## src/rtl/ascon_pkg.sv

```systemverilog
// Shared Ascon types and helpers: 320-bit state, sequencer FSM states,
// round-count limit and round-constant generation.
package ascon_pkg;

  localparam int MAX_ROUNDS = 12;

  typedef struct packed {
    logic [63:0] x0;
    logic [63:0] x1;
    logic [63:0] x2;
    logic [63:0] x3;
    logic [63:0] x4;
  } state_t;

  typedef enum logic [1:0] {
    IDLE = 2'd0,
    RUN  = 2'd1,
    DONE = 2'd2
  } fsm_state_e;

  // Upper nibble counts down while the lower nibble counts up.
  function automatic logic [63:0] rc(input logic [3:0] i);
    return {56'h0, 4'hF - i, i};
  endfunction

  function automatic logic [63:0] ror64(input logic [63:0] v, input int unsigned n);
    return (v >> n) | (v << (64 - n));
  endfunction

endpackage

```

## src/rtl/ascon_permutation_1p.sv

```systemverilog
// One Ascon round: constant addition, bitsliced 5-bit S-box and linear diffusion layer.
module ascon_permutation_1p
  import ascon_pkg::*;
(
  input  state_t      state_i,
  input  logic [63:0] round_const,
  output state_t      state_o
);

  logic [63:0] a0, a1, a2, a3, a4;
  logic [63:0] t0, t1, t2, t3, t4;
  logic [63:0] b0, b1, b2, b3, b4;
  logic [63:0] c0, c1, c2, c3, c4;

  // Constant lands in x2 and is folded into the S-box input mixing.
  assign a0 = state_i.x0 ^ state_i.x4;
  assign a1 = state_i.x1;
  assign a2 = state_i.x2 ^ round_const ^ state_i.x1;
  assign a3 = state_i.x3;
  assign a4 = state_i.x4 ^ state_i.x3;

  assign t0 = ~a0 & a1;
  assign t1 = ~a1 & a2;
  assign t2 = ~a2 & a3;
  assign t3 = ~a3 & a4;
  assign t4 = ~a4 & a0;

  assign b0 = a0 ^ t1;
  assign b1 = a1 ^ t2;
  assign b2 = a2 ^ t3;
  assign b3 = a3 ^ t4;
  assign b4 = a4 ^ t0;

  assign c0 = b0 ^ b4;
  assign c1 = b1 ^ b0;
  assign c2 = ~b2;
  assign c3 = b3 ^ b2;
  assign c4 = b4;

  assign state_o.x0 = c0 ^ ror64(c0, 19) ^ ror64(c0, 28);
  assign state_o.x1 = c1 ^ ror64(c1, 61) ^ ror64(c1, 39);
  assign state_o.x2 = c2 ^ ror64(c2, 1)  ^ ror64(c2, 6);
  assign state_o.x3 = c3 ^ ror64(c3, 10) ^ ror64(c3, 17);
  assign state_o.x4 = c4 ^ ror64(c4, 7)  ^ ror64(c4, 41);

endmodule

```

## src/rtl/ascon_perm_ctrl.sv

```systemverilog
// Iterative Ascon permutation sequencer running 1..MAX_ROUNDS rounds at one per clock.
// Define ASCON_PERM_CTRL_ABORT_EN to add the abort_i cancel input.
module ascon_perm_ctrl #(
  parameter int MAX_ROUNDS = ascon_pkg::MAX_ROUNDS,
  parameter int CNT_W      = 4
) (
  input  logic             clk,
  input  logic             rst_n,
  input  logic             start_i,
  input  logic [CNT_W-1:0] rounds_i,
  input  logic [63:0]      x0_i,
  input  logic [63:0]      x1_i,
  input  logic [63:0]      x2_i,
  input  logic [63:0]      x3_i,
  input  logic [63:0]      x4_i,
`ifdef ASCON_PERM_CTRL_ABORT_EN
  input  logic             abort_i,
`endif
  output logic             ready_o,
  output logic             busy_o,
  output logic             done_o,
  output logic [63:0]      x0_o,
  output logic [63:0]      x1_o,
  output logic [63:0]      x2_o,
  output logic [63:0]      x3_o,
  output logic [63:0]      x4_o
);
  import ascon_pkg::*;

  localparam logic [CNT_W-1:0] MAX_R    = CNT_W'(MAX_ROUNDS);
  localparam logic [CNT_W-1:0] LAST_IDX = CNT_W'(MAX_ROUNDS - 1);

  fsm_state_e       state_q, state_n;
  logic [CNT_W-1:0] idx_q, idx_n, n_eff;
  state_t           st_q, st_n, st_load, st_round;
  logic [63:0]      round_const;
  logic             abort_req;

`ifdef ASCON_PERM_CTRL_ABORT_EN
  assign abort_req = abort_i;
`else
  assign abort_req = 1'b0;
`endif

  // Out-of-range round counts fall back to the full permutation.
  assign n_eff = (rounds_i == '0 || rounds_i > MAX_R) ? MAX_R : rounds_i;

  assign st_load     = '{x0: x0_i, x1: x1_i, x2: x2_i, x3: x3_i, x4: x4_i};
  assign round_const = rc(4'(idx_q));

  ascon_permutation_1p u_round (
    .state_i     (st_q),
    .round_const (round_const),
    .state_o     (st_round)
  );

  always_ff @(posedge clk or negedge rst_n) begin
    if (!rst_n) begin
      state_q <= IDLE;
      idx_q   <= '0;
      st_q    <= '0;
    end else begin
      state_q <= state_n;
      idx_q   <= idx_n;
      st_q    <= st_n;
    end
  end

  // Abort leaves the partially permuted state in place.
  always_comb begin
    state_n = state_q;
    idx_n   = idx_q;
    st_n    = st_q;
    case (state_q)
      IDLE, DONE: begin
        if (start_i) begin
          st_n    = st_load;
          idx_n   = MAX_R - n_eff;
          state_n = RUN;
        end else begin
          state_n = IDLE;
        end
      end
      RUN: begin
        if (abort_req) begin
          state_n = IDLE;
        end else begin
          st_n  = st_round;
          idx_n = idx_q + 1'b1;
          if (idx_q == LAST_IDX) state_n = DONE;
        end
      end
      default: state_n = IDLE;
    endcase
  end

  assign ready_o = (state_q != RUN);
  assign busy_o  = (state_q == RUN);
  assign done_o  = (state_q == DONE);

  assign x0_o = st_q.x0;
  assign x1_o = st_q.x1;
  assign x2_o = st_q.x2;
  assign x3_o = st_q.x3;
  assign x4_o = st_q.x4;

endmodule

```

## config.mk

```make
export PLATFORM = sky130hd
export DESIGN_NAME = ascon_perm_ctrl
export DESIGN_NICKNAME = d
export VERILOG_FILES = /design/src/rtl/ascon_pkg.sv /design/src/rtl/ascon_permutation_1p.sv /design/src/rtl/ascon_perm_ctrl.sv
export SDC_FILE = /design/constraint.sdc
export NUM_CORES = 2
export LEC_CHECK = 0
export ABC_AREA = 1
export ABC_CLOCK_PERIOD_IN_PS = 3410
export CORE_AREA = 10 10 317 319
export DETAILED_ROUTE_END_ITERATION = 6
export DIE_AREA = 0 0 327 329
export PLACE_DENSITY = 0.64
export REMOVE_ABC_BUFFERS = 1
export SLEW_MARGIN = 20
export SYNTH_ARGS = -nofsm -noshare
export SYNTH_HDL_FRONTEND = slang
export SYNTH_HIERARCHICAL = 1
export SYNTH_SLANG_ARGS = --single-unit
```

## constraint.sdc

```tcl
create_clock -name clk -period 3.41 [get_ports clk]
set_input_delay 0.682 -clock clk [delete_from_list [all_inputs] [get_ports clk]]
set_output_delay 0.682 -clock clk [all_outputs]
set_load 0.02 [all_outputs]
```

==> out/qor.log <==
[timing] Worst-Margin Slew 1.01 ns
[clocking] TritonCTS Buffers 41
[critical_path] type of the worst setup path reg -> reg
[synth] number of library cell types mapped by synthesis 32
[synth] top post-synthesis cells by area sky130_fd_sc_hd__nand2_1, sky130_fd_sc_hd__dfrtp_1, sky130_fd_sc_hd__xor2_1
[finish] synthesis-to-layout area growth 29.4%
[die] die area 0.108 mm^2
[grt] aggregate global routing overflow 0
[timing] fmax 0.302 GHz
[synth] Post-Syn Area per Cell 5.87 um^2
[timing] setup-violating endpoint count in the final report 0
[clocking] setup fix buffers added after clock tree synthesis 0
[finish] fill count 9772
[critical_path] cell chain of the critical path xor2_1 -> ha_1 -> xor2_2 -> inv_1 -> xor2_1 -> nand2_1 -> nand3_1 -> nand2_1 -> nor2_1 -> o21ai_1
[detailed_routing] number of nets with antenna violations after routing 0
[clocking] Bufs on Longest Clock Path 3
[clocking] number of buffers inserted for hold repair after clock tree synthesis 0
[critical_path] worst endpoint data arrival time 3.83 ns
[synth] count of mapped cells out of synthesis 6363
[synth] combined area of all synthesized cells 0.0374 mm^2
[finish] Final Cell Area 0.0484 mm^2
[critical_path] critical path endpoint category flop
[synth] number of enable flip-flop cells after synthesis 0
[synth] FFs w/ async S/R, synth 100%
[detailed_routing] routed length per placed instance 27.7 um
[detailed_routing] vias after detailed routing 48300
[synth] cell taking the most area after synthesis sky130_fd_sc_hd__nand2_1
[status] violations in the final reports DRC, hold timing
[critical_path] crit-path max cell delay 0.69 ns
[detailed_routing] met2 wire len 99.8 mm
[synth] total of warnings raised by yosys 6
[synth] synth cell count leaders sky130_fd_sc_hd__nand2_1, sky130_fd_sc_hd__inv_1, sky130_fd_sc_hd__o21ai_1
[timing] portion of the clock cycle consumed by the worst path in the final layout 97.2%
[placed_design] quantity of I/O buffers inserted on ports 649
[finish] count of non-filler cells in the finished layout 8543
[synth] fraction of the yosys area taken by sequential cells 21.8%
[finish] share of cells above drive strength 1 7.09%
[grt] first-pass GRT wire length 322 mm
[detailed_routing] total routed wire length on the met1 layer 92.3 mm
[timing] pins over their slew limit 0
[critical_path] critical-path cell with the highest stage delay sky130_fd_sc_hd__xor2_1
[die] effective utilization at floorplan 39.6%
[critical_path] CP required 3.93 ns
[timing] unrepaired setup endpoints after global routing no
[die] die extent in x 327 um
[grt] largest net degree at the start of global routing 83
[timing] fin crit period 3.31 ns
[timing] final setup skew 0.0357 ns
[detailed_routing] Routed met3 length 27.6 mm
[clocking] Root Buffer sky130_fd_sc_hd__clkbuf_16
[placed_design] RD Place Congestion 1.09
[clocking] Reg clk slew, reported paths 0.06 ns
[die] Core Box Area 0.0943 mm^2
[placed_design] Placed Instance Area 0.0469 mm^2
[worst_hold_path] class of the tightest hold or removal check in -> async
[finish] layout net count 7691
[detailed_routing] per-cell via count in the routed design 5.65
[die] Site Rows 113
[flow_run] max capacitance violation total 0
[status] run status finished with violations
[detailed_routing] detailed-route DRC error count 4
[critical_path] number of buffer and inverter stages on the critical path 1
[clocking] CTS tree done
[grt] antenna violations before repair 17
[placed_design] total placed cells including tap cells 8456
[clocking] clock latency on the worst-skew pair 0.65 ns
[die] number of I/O pins 650
[detailed_routing] iteration-0 DRC count of the detailed router 7044
[clocking] post-CTS resize count 0
[synth] area share of the largest cell type after synthesis 31.4%
[grt] via count of the first global-routing pass 42900
[timing] post-route worst hold slack -0.00952 ns
[placed_design] detailed placer's ending HPWL 201 mm
[timing] setup total negative slack 0 ns
[grt] Global Route Usage Sum 41.9%
[synth] ys flop type sky130_fd_sc_hd__dfrtp_1
[detailed_routing] final WL 237 mm
[detailed_routing] highest metal layer with signal wires met5
[timing] Hold Violations, Final 3
[clocking] number of clock sinks 326
[critical_path] maximum net fanout on the critical path 5
[clocking] H-tree level count 2
[die] Die Height 329 um
[critical_path] CP delay by family, top XOR/XNOR gates
[timing] worst-case headroom to the max-slew limit 32.3%
[synth] Yosys reg bits 326
[critical_path] nature of the critical path startpoint flop
[detailed_routing] first drt pass iteration count 7
[synth] cell with the most instances after synthesis sky130_fd_sc_hd__nand2_1
-- sequential cells by signal (all words and copies together), names as in the netlist --
name	cells
x2_o	64
state_q	2
x0_o	64
x1_o	64
idx_q	4
x4_o	64
x3_o	64
-- worst reg2reg max path, stage by stage (launching register included) --
cell and delay (ns):
sky130_fd_sc_hd__dfrtp_1 0.50, sky130_fd_sc_hd__xor2_1 0.24, sky130_fd_sc_hd__ha_1 0.29, sky130_fd_sc_hd__xor2_2 0.49, sky130_fd_sc_hd__inv_1 0.11, sky130_fd_sc_hd__xor2_1 0.69
sky130_fd_sc_hd__nand2_1 0.15, sky130_fd_sc_hd__nand3_1 0.13, sky130_fd_sc_hd__nand2_1 0.07, sky130_fd_sc_hd__nor2_1 0.39, sky130_fd_sc_hd__o21ai_1 0.13
-- metal layers --
layer  vias up  GRT usage [%]
li1      21700              -
met1     22800           53.5
met2      3141           63.6
met3       580           9.74
met4        18           25.8
met5         -              0
-- cells in the final DEF (no fill, tap or decap), types with 2 or more instances in the layout --
master,netlist,final
sky130_fd_sc_hd__clkinv_1,3,3
sky130_fd_sc_hd__a21boi_4,2,2
sky130_fd_sc_hd__nor2_1,332,332
sky130_fd_sc_hd__nand2_2,45,44
sky130_fd_sc_hd__inv_8,0,2
sky130_fd_sc_hd__xnor2_4,29,29
sky130_fd_sc_hd__and2_1,2,2
sky130_fd_sc_hd__clkbuf_8,0,7
sky130_fd_sc_hd__o21ai_1,431,431
sky130_fd_sc_hd__xnor2_1,130,130
sky130_fd_sc_hd__a21oi_1,4,4
sky130_fd_sc_hd__nand3_1,424,424
sky130_fd_sc_hd__buf_12,0,12
sky130_fd_sc_hd__nand2_1,3124,3124
sky130_fd_sc_hd__xor2_2,13,13
sky130_fd_sc_hd__dfrtp_1,326,326
sky130_fd_sc_hd__clkbuf_1,76,7
sky130_fd_sc_hd__xor2_1,262,262
sky130_fd_sc_hd__clkbuf_16,0,41
sky130_fd_sc_hd__inv_6,0,4
sky130_fd_sc_hd__bufinv_16,0,4
sky130_fd_sc_hd__ha_1,130,130
sky130_fd_sc_hd__inv_2,77,75
sky130_fd_sc_hd__inv_1,464,464
sky130_fd_sc_hd__xnor2_2,34,34
sky130_fd_sc_hd__conb_1,1,110
sky130_fd_sc_hd__diode_2,0,12
sky130_fd_sc_hd__nand4_1,88,88
sky130_fd_sc_hd__clkinv_2,2,11
sky130_fd_sc_hd__buf_4,28,200
sky130_fd_sc_hd__clkdlybuf4s50_1,0,648
sky130_fd_sc_hd__o21ai_0,263,263
sky130_fd_sc_hd__a21boi_2,30,30
sky130_fd_sc_hd__clkinvlp_4,0,3
-- cells by family (layout without fill, tap and decap cells) --
family	after synthesis	count (layout)	synth area share, %
DFF	326	326	21.8
other	1	122	0.0100
adders and majority gates	130	130	4.35
xor gates and xnor gates	468	468	13.4
AOI/OAI and AO/OA	733	733	10.4
buffers and inverters	688	1482	7.34
and+or+nand+nor	4017	4017	42.7
-- final cells by class --
class,count,area [um^2],area share (%)
Multi-Input combinational cell,5458,26900,55.6
Inverter,546,2070,4.28
Tap cell,1265,1580,3.27
Antenna cell,12,30.0,0.0621
Sequential cell,326,8160,16.9
Timing Repair Buffer,861,8240,17.0
Clock buffer,55,1150,2.38
Clock inverter,20,223,0.461
-- final timing paths --
check                      cells after the start  startpoint  endpoint  slack [ns]
max                                           10    x2_o[52]  x3_o[42]         0.1
min                                            1       rst_n  x0_o[10]       -0.01
max reg2reg                                   10    x2_o[52]  x3_o[42]         0.1
min reg2reg                                    2    x2_o[54]  x2_o[54]        0.55
max in group asynchronous                      3       rst_n  x0_o[36]        2.36
min in group clk                               2    x2_o[54]  x2_o[54]        0.55
-- metrics by stage --
stage / util, % / worst slack [ns]
final: 51.3 / 0.0956
after global routing: 51.2 / 0.0177
after CTS: 51.2 / 0.182
after detailed placement: 49.8 / 0.209
after global placement: 49.8 / 0.222
after floorplan: - / -10.03
Power is not shown: default switching activity piles up to over one toggle a cycle in this logic, so the estimate is an artifact.
